`src/rtl/mem_arbiter.sv`:
```
// Arbitrates instruction fetch and data accesses onto one single-ported RAM.
// Data has fixed priority over fetch, and a watchdog bounds every granted access.
module mem_arbiter #(
   parameter int unsigned ADDR_W  = 32,
   parameter int unsigned WORD_W  = 32,
   parameter int unsigned TIMEOUT = 64
) (
   input  logic              CLK,
   input  logic              nRST,
   input  logic              iREN,
   input  logic [ADDR_W-1:0] iaddr,
   output logic [WORD_W-1:0] iload,
   output logic              iwait,
   input  logic              dREN,
   input  logic              dWEN,
   input  logic [ADDR_W-1:0] daddr,
   input  logic [WORD_W-1:0] dstore,
   output logic [WORD_W-1:0] dload,
   output logic              dwait,
   output logic              ramREN,
   output logic              ramWEN,
   output logic [ADDR_W-1:0] ramaddr,
   output logic [WORD_W-1:0] ramstore,
   input  logic [WORD_W-1:0] ramload,
   input  logic              ramready,
   output logic              err
);

   localparam int unsigned CNT_W = $clog2(TIMEOUT + 1);

   localparam logic [1:0] IDLE  = 2'd0;
   localparam logic [1:0] DATA  = 2'd1;
   localparam logic [1:0] INSTR = 2'd2;

   localparam logic [WORD_W-1:0] BAD_WORD = WORD_W'(32'hBAD1BAD1);
   localparam logic [CNT_W-1:0]  CNT_LAST = CNT_W'(TIMEOUT - 1);

   logic [1:0]       state;
   logic [1:0]       next_state;
   logic [CNT_W-1:0] cnt;
   logic             expire;

   // State, watchdog counter and sticky timeout flag
   always_ff @(posedge CLK or negedge nRST) begin
      if (!nRST) begin
         state <= IDLE;
         cnt   <= '0;
         err   <= 1'b0;
      end else begin
         state <= next_state;
         if (state == IDLE) begin
            cnt <= '0;
         end else begin
            cnt <= cnt + CNT_W'(1);
         end
         if (expire) begin
            err <= 1'b1;
         end
      end
   end

   // Grant decode, RAM steering and completion/abort/timeout handling
   always_comb begin
      next_state = state;
      iwait      = 1'b1;
      dwait      = 1'b1;
      iload      = '0;
      dload      = '0;
      ramREN     = 1'b0;
      ramWEN     = 1'b0;
      ramaddr    = '0;
      ramstore   = '0;
      expire     = 1'b0;

      case (state)
         IDLE: begin
            if (dREN || dWEN) begin
               next_state = DATA;
            end else if (iREN) begin
               next_state = INSTR;
            end
         end

         DATA: begin
            ramaddr  = daddr;
            ramstore = dstore;
            ramWEN   = dWEN;
            ramREN   = dREN & ~dWEN;
            dload    = ramload;
            // A dropped request aborts silently; enables already follow the inputs
            if (!(dREN || dWEN)) begin
               next_state = IDLE;
            end else if (ramready) begin
               dwait      = 1'b0;
               next_state = IDLE;
            end else if (cnt == CNT_LAST) begin
               dwait      = 1'b0;
               dload      = BAD_WORD;
               expire     = 1'b1;
               next_state = IDLE;
            end
         end

         INSTR: begin
            ramaddr = iaddr;
            ramREN  = iREN;
            iload   = ramload;
            if (!iREN) begin
               next_state = IDLE;
            end else if (ramready) begin
               iwait      = 1'b0;
               next_state = IDLE;
            end else if (cnt == CNT_LAST) begin
               iwait      = 1'b0;
               iload      = BAD_WORD;
               expire     = 1'b1;
               next_state = IDLE;
            end
         end

         default: begin
            next_state = IDLE;
         end
      endcase
   end

endmodule

```
`config.mk`:
```
export PLATFORM = sky130hd
export DESIGN_NAME = mem_arbiter
export DESIGN_NICKNAME = d
export VERILOG_FILES = /design/src/rtl/mem_arbiter.sv
export SDC_FILE = /design/constraint.sdc
export NUM_CORES = 1
export LEC_CHECK = 0
export ABC_AREA = 1
export ABC_CLOCK_PERIOD_IN_PS = 1850
export BUFFER_PORTS_ARGS = -buffer_cell sky130_fd_sc_hd__buf_2
export CAP_MARGIN = 20
export CORE_AREA = 2 2 102 104
export CTS_BUF_LIST = sky130_fd_sc_hd__clkbuf_8
export DETAILED_ROUTE_END_ITERATION = 10
export DIE_AREA = 0 0 104 106
export PLACE_DENSITY = 0.56
export REMOVE_ABC_BUFFERS = 1
export SLEW_MARGIN = 10
export SYNTH_ARGS = -nofsm -noshare
export SYNTH_HDL_FRONTEND = slang
export SYNTH_SLANG_ARGS = --single-unit
```
`constraint.sdc`:
```
create_clock -name CLK -period 1.85 [get_ports CLK]
set_clock_uncertainty 0.15 [all_clocks]
set_input_delay 0.2775 -clock CLK [delete_from_list [all_inputs] [get_ports CLK]]
set_output_delay 0.2775 -clock CLK [all_outputs]
set_load 0.05 [all_outputs]
```
==> results.py, run 1 <==
metrics = {
    "route": {
        "dr_total_vias": 3786,
        "drtPass1Iterations": 4,
        "drtAntennaViolNets": 0,
        "wl_met3_um": 1410,
        "dr_wl_met2_um": 7680,
        "drtIter0Drc": 142,
        "post_drt_via_cell_ratio": 4.59,
        "wl_met1_um": 5820,
        "wirelength_um": 15300,
        "drc": 0,
        "top_layer_used": "met5",
        "wire_per_inst_um": 18.6,
    },
    "floorplan": {
        "core_mm2": 0.0100,
        "die_area_mm2": 0.0110,
        "ios": 267,
        "die_h_um": 106,
        "row_count": 37,
        "start_util_pct": 18.1,
        "fp.dieW_um": 104,
    },
    "setup_path": {
        "worstPathMaxFanout": 10,
        "cp.buffers_inverters": 2,
        "path_delay_family": "simple AND/OR/NAND/NOR gates",
        "slowest_delay_ns": 0.35,
        "ff2ff_setup_slack_ns": -0.12,
        "worstPathArrival_ns": 1.80,
        "crit_type": "reg2out",
        "path_cells": "ha_2 > nand2_2 > nor2_4 > nand2_2 > nor2_4 > buf_12 > nand2_8 > a21oi_2 > buf_6",
        "worst_ep_required_time_ns": 1.42,
        "reg2reg_depth": 14,
        "start_kind": "flip-flop",
        "end_kind": "output pin",
        "rr_startpoint": "state[0]",
        "r2r-end": "state[0]",
        "startpoint": "cnt[0]",
        "cp_slowest_cell": "dfrtp_1",
    },
    "timing": {
        "finalCriticalPeriod_ns": 2.23,
        "worst_slew_pin_slew_ns": 0.481,
        "hold_violations": 0,
        "setup_ws_ns": -0.381,
        "fin_crit_sh_pct": 121,
        "rsz0062_at_grt": "yes",
        "fmaxAchievable_mhz": 448,
        "slew_violations": 0,
        "max_slew_margin_pct": 67.9,
        "final-setup-viol-count": 134,
        "setup_tns_ns": -35.83,
    },
    "hold_path": {
        "holdCritPathClass": "in2async",
    },
    "grt": {
        "grt_max_degree": 25,
        "grt_pass1_wl_um": 17700,
        "gr-total-overflow": 0,
        "grt_pass1_vias": 3234,
        "grt_usage_pct": 20.0,
        "antenna_found_initial": 5,
    },
    "logic_synthesis": {
        "synth.yosys.seq_area_share_pct": 13.8,
        "synth_top_area_share_pct": 24.0,
        "avgSynthCellArea_um2": 4.96,
        "ys_warn_count": 0,
        "yosys_register_bits": 10,
        "synth_cell_types": 20,
        "synth_top_cell_by_area": "nand2_1",
        "syn-cell-area_mm2": 0.00181,
        "syn_inst": 365,
        "synthTopCellsByArea": "nand2_1 (24%), a21oi_1 (20%), inv_1 (16%)",
    },
    "placement": {
        "placed_cells": 773,
        "place_hpwl_um": 8640,
        "numPortBuffers": 266,
        "dpl_worst_slack_ns": -0.193,
        "place_congestion": 0.901,
    },
    "final_layout": {
        "nets": 826,
        "area_growth_pct": 248,
        "instances_no_fill": 824,
        "drive_gt1_share_pct": 80.0,
    },
    "flow_run": {
        "drv_cap": 0,
    },
    "run_status": {
        "status": "finished with violations",
        "violations": "setup timing",
    },
    "pwr": {
        "leakagePower_nw": 3.29,
        "power_mw": 10.7,
        "internal_power_mw": 4.54,
        "irDropWorstVdd_mv": 1.05,
        "seqPwrFrac_pct": 2.8,
        "p_sw_mw": 6.14,
        "comb_power_share_pct": 95.1,
        "pwr-share-clk_pct": 2.1,
        "p_per_area_mw_per_mm2": 1700,
        "swShare_pct": 57.5,
    },
    "clock_network": {
        "cts_buffers": 3,
        "clk_pin_slew_ns": 0.05,
        "clk_latency_ns": 0.24,
        "clockRootBuffer": "clkbuf_8",
        "cts_max_level": 1,
        "cts_tree": "done",
        "clk_path_buf_depth": 2,
        "clock_sinks": 10,
    },
}
registers in the layout (all words and copies together), names as in the netlist:
| register | flops |
|---|---|
| err | 1 |
| state | 2 |
| cnt | 7 |
cell families (layout without fill, tap and decap cells):
kind of cell             count (synthesis)  in the layout  synth area share [%]
AND/OR/NAND/NOR                        171            175                  37.9
buffers and inverters                  100            416                  22.9
AO/OA/AOI/OAI                           79             79                  22.0
flip-flops                              10             10                  13.8
adder cells (fa/ha/maj)                  5              5                  3.46
other                                    0              3                     0
worst max path at each step:
stage | to | slack, ns | cells after the start
6_report | dload[11] | -0.38 | 9
5_1_grt | dload[11] | -0.50 | 9
4_1_cts | dload[30] | -0.35 | 9
3_5_place_dp | iload[17] | -0.19 | 9
3_3_place_gp | iload[19] | -0.15 | 9
2_1_floorplan | dload[0] | -1.99 | 4
cell type report:
class	count	area, um2
Multi-Input combinational cell	259	2280
Timing Repair Buffer	334	3220
Sequential cell	10	250
Tap cell	136	170
Antenna cell	3	7.51
Clock buffer	3	41.3
Fill cell	798	3710
Inverter	79	323
cell usage in the layout (no fill, tap or decap), drive strengths merged:
| master | count |
|---|---|
| inv | 76 |
| nor3 | 2 |
| buf | 328 |
| clkinv | 3 |
| o21bai | 1 |
| clkbuf | 8 |
| diode | 3 |
| dlygate4sd3 | 1 |
| nor2 | 42 |
| ha | 5 |
| dfrtp | 10 |
| o21ai | 5 |
| a21oi | 73 |
| nand2 | 126 |
| nand3 | 5 |
metrics by stage:
step	hold slack (ns)	util, %	area (um2)
global placement	0.000192	35.8	3580
floorplan	-0.168	-	1690
CTS	0.264	45.4	4540
global route	0.294	62.9	6290
detailed placement	0.00356	35.8	3580
finish	0.289	62.9	6290
power by group through the flow:
| stage | clock network [mW] | registers, mW | logic, mW |
|---|---|---|---|
| 3_5_place_dp | 0 | 0.294 | 5.59 |
| 6_report | 0.227 | 0.296 | 10.1 |
| 3_3_place_gp | 0 | 0.291 | 5.56 |
| 5_1_grt | 0.244 | 0.305 | 10.5 |
| 4_1_cts | 0.232 | 0.293 | 7.45 |
| 2_1_floorplan | 0 | 0.304 | 3.79 |
timing repair:
action	CTS	global route
hold endpoints to repair	10	0
endpoints found under the setup margin	133	134
gates resized for setup	208	405
hold buffers	1	0
buffers inserted	10	21
cloned	9	10
pin swaps	15	42
synth_stat cells, drive strengths merged:
library cell	count
dfrtp	10
clkinv	3
buf	15
nand3	5
nor2	42
a21oi	73
o21bai	1
clkbuf	6
inv	76
nand2	122
o21ai	5
nor3	2
ha	5
metal layers:
| layer | track usage (%) | vias to the layer above |
|---|---|---|
| li1 | - | 1748 |
| met1 | 25.3 | 1801 |
| met2 | 33.9 | 188 |
| met3 | 6.44 | 43 |
| met4 | 2.99 | 6 |
| met5 | 0 | - |
No activity file was read; power rests on OpenSTA's default activity.
==> run 2: changes to the inputs <==
--- a/config.mk
+++ b/config.mk
@@ -14,6 +14,7 @@
 export DETAILED_ROUTE_END_ITERATION = 10
 export DIE_AREA = 0 0 104 106
 export PLACE_DENSITY = 0.56
+export RECOVER_POWER = 50
 export REMOVE_ABC_BUFFERS = 1
 export SLEW_MARGIN = 10
 export SYNTH_ARGS = -nofsm -noshare
==> results.py, run 2 (synthesized netlist as in run 1, its figures left out) <==
metrics = {
    "placement": {
        "numPortBuffers": 266,
        "place_congestion": 0.901,
        "place_area_mm2": 0.00358,
        "place_hpwl_um": 8640,
    },
    "grt": {
        "antenna_found_initial": 5,
        "grt_usage_pct": 20.0,
        "gr-total-overflow": 0,
        "grt_pass1_vias": 3234,
        "grt_max_degree": 25,
        "grt_pass1_wl_um": 17700,
    },
    "clock_network": {
        "clk_pin_slew_ns": 0.04,
        "cts_tree": "done",
        "clk_latency_ns": 0.24,
        "clk_path_buf_depth": 2,
        "cts_buffers": 3,
        "clockRootBuffer": "clkbuf_8",
        "clock_sinks": 10,
        "cts_max_level": 1,
    },
    "pwr": {
        "p_per_area_mw_per_mm2": 1700,
        "irDropWorstVdd_mv": 1.05,
        "comb_power_share_pct": 95.1,
        "internal_power_mw": 4.53,
        "leakagePower_nw": 3.29,
        "pwr-share-clk_pct": 2.1,
        "p_sw_mw": 6.13,
        "swShare_pct": 57.5,
        "seqPwrFrac_pct": 2.8,
    },
    "timing": {
        "whs_ns": 0.316,
        "setup_ws_ns": -0.381,
        "worst_slew_pin_slew_ns": 0.611,
        "slew_violations": 0,
        "hold_violations": 0,
        "rsz0062_at_grt": "yes",
        "fmaxAchievable_mhz": 448,
        "finalCriticalPeriod_ns": 2.23,
        "fin_crit_sh_pct": 121,
        "final-setup-viol-count": 134,
        "max_slew_margin_pct": 59.3,
    },
    "route": {
        "drc": 0,
        "post_drt_via_cell_ratio": 4.60,
        "drtAntennaViolNets": 0,
        "drtIter0Drc": 142,
        "dr_total_vias": 3783,
        "wire_per_inst_um": 18.6,
        "drtPass1Iterations": 4,
        "wirelength_um": 15300,
    },
    "setup_path": {
        "worstPathMaxFanout": 10,
        "worstPathArrival_ns": 1.80,
        "r2r-end": "state[0]",
        "end_kind": "output pin",
        "path_cells": "ha_2 > nand2_2 > nor2_4 > nand2_2 > nor2_4 > buf_12 > nand2_8 > a21oi_2 > buf_6",
        "crit_end": "dload[11]",
        "rr_startpoint": "state[0]",
        "startpoint": "cnt[0]",
        "cp_slowest_cell": "dfrtp_1",
        "start_kind": "flip-flop",
        "crit_type": "reg2out",
        "slowest_delay_ns": 0.35,
        "worst_ep_required_time_ns": 1.42,
        "ff2ff_setup_slack_ns": -0.13,
        "reg2reg_depth": 14,
    },
    "final_layout": {
        "nets": 826,
        "area_growth_pct": 247,
        "largest_register_ffs": 7,
        "top_register": "cnt",
        "drive_gt1_share_pct": 79.9,
        "finalInstanceArea_mm2": 0.00629,
        "reg_top3": "cnt: 7 flops, state: 2 flops, err: 1 flops",
        "nFillCells": 795,
        "final_cell_mix": "buf_2 (137), buf_6 (89), nand2_4 (50)",
        "final_common_cell": "buf_2",
    },
    "floorplan": {
        "fp.dieW_um": 104,
        "ios": 267,
        "die_area_mm2": 0.0110,
        "row_count": 37,
        "start_util_pct": 18.1,
        "core_mm2": 0.0100,
        "die_h_um": 106,
    },
    "run_status": {
        "violations": "setup timing",
        "status": "finished with violations",
    },
    "hold_path": {
        "holdCritPathClass": "reg2reg",
    },
    "flow_run": {
        "drv_cap": 0,
    },
}
==> run 2: cell types whose count changed in the layout (fill, tap and decap cells not counted), sizes merged <==
| cell | change |
|---|---|
| buf | -1 |
| diode | -1 |
| clkbuf | +1 |
==> run 2: critical path: cells and delay by family, from the launching register on <==
family	cells	cell delay [ns]
AND/OR/NAND/NOR	5	0.49
flip-flops	1	0.35
buffers and inverters	2	0.34
AO/OA/AOI/OAI	1	0.20
adder cells (fa/ha/maj)	1	0.19
==> run 2: what timing repair did <==
action	4_1_cts	5_1_grt
pin swaps	15	42
gates resized for setup	208	405
cloned	9	10
setup buffers	10	21
endpoints found under the hold margin	10	0
endpoints found under the setup margin	133	134
hold buffers	1	0
==> run 2: metal layers <==
layer / global-route usage [%] / share of wire [%] / vias up
met5: 0 / 0.21 / -
met4: 2.99 / 2.5 / 6
met3: 6.44 / 9.0 / 43
met2: 33.9 / 50 / 186
met1: 25.3 / 38 / 1801
li1: - / - / 1747
==> run 2: how the worst min path moves through the flow <==
stage,start,endpoint,slack [ns],cells after the start
detailed placement,nRST,err,0.004,1
global placement,nRST,err,0.0002,1
floorplan,nRST,cnt[0],-0.17,0
CTS,ramready,err,0.26,4
finish,err,err,0.32,1
global route,err,err,0.33,1
==> run 2: power by group through the flow <==
stage	registers, mW	clock network [mW]	logic (mW)
floorplan	0.304	0	3.79
global placement	0.291	0	5.56
detailed placement	0.294	0	5.59
CTS	0.293	0.232	7.45
global route	0.305	0.244	10.5
finish	0.296	0.223	10.1
==> run 2: cell type report <==
cell class	count	area, um2	share of cell area (%)
timing repair buffer	334	3220	51.2
clock buffer	3	41.3	0.656
inverter	79	323	5.13
antenna	2	5.00	0.0796
multi-input combinational	259	2280	36.2
sequential	10	250	3.98
tap	136	170	2.71
==> run 2: stage by stage <==
step	setup TNS (ns)	cells	worst slack (ns)	total power, mW	util [%]
after global routing	-47.76	821	-0.505	11.0	62.9
after CTS	-35.41	793	-0.349	7.97	45.4
after floorplan	-155.68	344	-1.99	4.10	-
after global placement	-7.04	773	-0.152	5.85	35.8
after detailed placement	-9.51	773	-0.193	5.88	35.8
final	-35.55	823	-0.381	10.7	62.9
==> run 3: changes to the inputs <==
--- a/config.mk
+++ b/config.mk
@@ -11,6 +11,7 @@
 export CAP_MARGIN = 20
 export CORE_AREA = 2 2 102 104
 export CTS_BUF_LIST = sky130_fd_sc_hd__clkbuf_8
+export CTS_CLUSTER_SIZE = 14
 export DETAILED_ROUTE_END_ITERATION = 10
 export DIE_AREA = 0 0 104 106
 export PLACE_DENSITY = 0.56
@@ -20,3 +21,4 @@
 export SYNTH_ARGS = -nofsm -noshare
 export SYNTH_HDL_FRONTEND = slang
 export SYNTH_SLANG_ARGS = --single-unit
+export TNS_END_PERCENT = 10
==> results.py, run 3 (synthesized netlist as in run 1, its figures left out) <==
metrics = {
    "floorplan": {
        "start_util_pct": 18.1,
        "die_h_um": 106,
        "fp.dieW_um": 104,
        "row_count": 37,
        "die_area_mm2": 0.0110,
        "core_mm2": 0.0100,
        "ios": 267,
    },
    "final_layout": {
        "top_register": "cnt",
        "largest_register_ffs": 7,
        "reg_top3": "cnt: 7 flops, state: 2 flops, err: 1 flops",
        "final_common_cell": "buf_2",
        "final_cell_mix": "buf_2 (136), nand2_1 (115), buf_6 (77)",
        "nets": 790,
        "instances_no_fill": 786,
        "drive_gt1_share_pct": 56.2,
        "area_growth_pct": 153,
        "nFillCells": 1040,
    },
    "grt": {
        "gr-total-overflow": 0,
        "grt_pass1_vias": 2991,
        "grt_pass1_wl_um": 15700,
        "antenna_found_initial": 4,
        "grt_usage_pct": 17.6,
        "grt_max_degree": 50,
    },
    "timing": {
        "hold_violations": 0,
        "fin_crit_sh_pct": 123,
        "setup_ws_ns": -0.427,
        "max_slew_margin_pct": 59.4,
        "setup_tns_ns": -30.66,
        "worst_slew_pin_slew_ns": 0.610,
        "final-setup-viol-count": 115,
        "slew_violations": 0,
        "fmaxAchievable_mhz": 439,
        "finalCriticalPeriod_ns": 2.28,
        "rsz0062_at_grt": "yes",
    },
    "setup_path": {
        "start_kind": "flip-flop",
        "crit_type": "reg2out",
        "worstPathMaxFanout": 14,
        "cp_slowest_cell": "dfrtp_1",
        "slowest_delay_ns": 0.38,
        "worst_ep_required_time_ns": 1.42,
        "path_cells": "ha_2 > nand2_2 > nor2_4 > nand2_2 > nor2_4 > buf_12 > nand2_8 > nand2_8 > nor2_1 > buf_2",
        "worstPathArrival_ns": 1.85,
        "end_kind": "output pin",
    },
    "clock_network": {
        "clk_pin_slew_ns": 0.04,
        "clk_path_buf_depth": 2,
        "clockRootBuffer": "clkbuf_8",
        "cts_buffers": 3,
        "clock_sinks": 10,
        "cts_max_level": 1,
        "clk_latency_ns": 0.23,
        "cts_tree": "done",
    },
    "placement": {
        "place_congestion": 0.901,
        "numPortBuffers": 266,
        "placed_cells": 773,
        "place_hpwl_um": 8640,
    },
    "pwr": {
        "irDropWorstVdd_mv": 0.988,
        "p_sw_mw": 4.67,
        "seqPwrFrac_pct": 4.2,
        "comb_power_share_pct": 92.8,
        "p_per_area_mw_per_mm2": 1590,
        "pwr-share-clk_pct": 3.0,
        "swShare_pct": 64.0,
        "leakagePower_nw": 2.60,
        "internal_power_mw": 2.62,
    },
    "route": {
        "drtIter0Drc": 208,
        "wirelength_um": 11800,
        "drc": 0,
        "drtPass1Iterations": 4,
        "drtAntennaViolNets": 0,
        "post_drt_via_cell_ratio": 4.38,
        "wire_per_inst_um": 15.0,
        "dr_total_vias": 3445,
    },
    "run_status": {
        "violations": "setup timing",
        "status": "finished with violations",
    },
    "hold_path": {
        "holdCritPathClass": "reg2reg",
    },
    "flow_run": {
        "drv_cap": 0,
    },
}
[run 3: cell count changes in the layout (fill, tap and decap cells not counted), moves of 24 or more]
cell,change
nand2_1,+83
a21oi_1,+24
a21oi_4,-31
buf_8,-37
buf_4,+29
inv_1,+29
nand2_2,-34
nand2_4,-47
[run 3: final cells by class]
cell class              instances  area (um2)  share of cell area (%)
multi-input cells             259        1440                    31.5
inverters                      79         297                    6.48
repair buffers                298        2370                    51.9
clock buffers                   3        41.3                   0.902
flip-flops and latches         10         251                    5.49
diodes                          1        2.50                  0.0546
well taps                     136         170                    3.72
[run 3: critical path: cells and delay by family (launching register included)]
kind / cells / cell delay (ns)
buffers and inverters: 2 / 0.42
adder cells (fa/ha/maj): 1 / 0.20
flip-flops: 1 / 0.38
AND/OR/NAND/NOR: 7 / 0.61
[run 3: timing repair]
item,in CTS,in global routing
endpoints found under the setup margin,133,134
pin swaps,0,11
hold buffers,1,0
buffers inserted,0,4
cloned,0,4
hold endpoints to repair,10,0
gates resized for setup,125,153
[run 3: path summary, 6_finish.rpt]
kind	from	endpoint	slack, ns	cells past startpoint
max	cnt[1]	iload[14]	-0.43	10
min	err	err	0.32	1
max reg2reg	state[1]	state[1]	0.07	12
min reg2reg	err	err	0.32	1
max in group asynchronous	nRST	state[0]	0.71	2
min in group asynchronous	nRST	cnt[2]	0.41	2
[run 3: metal layers]
layer	routed length, um	global-route usage [%]	vias to the layer above
met1	4830	22.5	1589
met5	39	0	-
met3	1070	5.46	27
met4	231	3.96	6
li1	-	-	1668
met2	5620	29.1	155
[run 3: per-stage QoR]
step / setup slack, ns / total power, mW / util, % / hold WS [ns] / cell area, um2
floorplan: -1.99 / 4.10 / - / -0.168 / 1690
global placement: -0.152 / 5.85 / 35.8 / 0.000192 / 3580
detailed placement: -0.193 / 5.88 / 35.8 / 0.00356 / 3580
CTS: -0.360 / 6.58 / 39.6 / 0.263 / 3960
global route: -0.531 / 7.63 / 45.8 / 0.327 / 4580
finish: -0.427 / 7.29 / 45.8 / 0.316 / 4580
[run 3: power by group through the flow]
stage	clock network (mW)	logic (mW)	registers, mW
finish	0.221	6.77	0.304
global route	0.244	7.07	0.311
CTS	0.232	6.05	0.291
detailed placement	0	5.59	0.294
global placement	0	5.56	0.291
floorplan	0	3.79	0.304
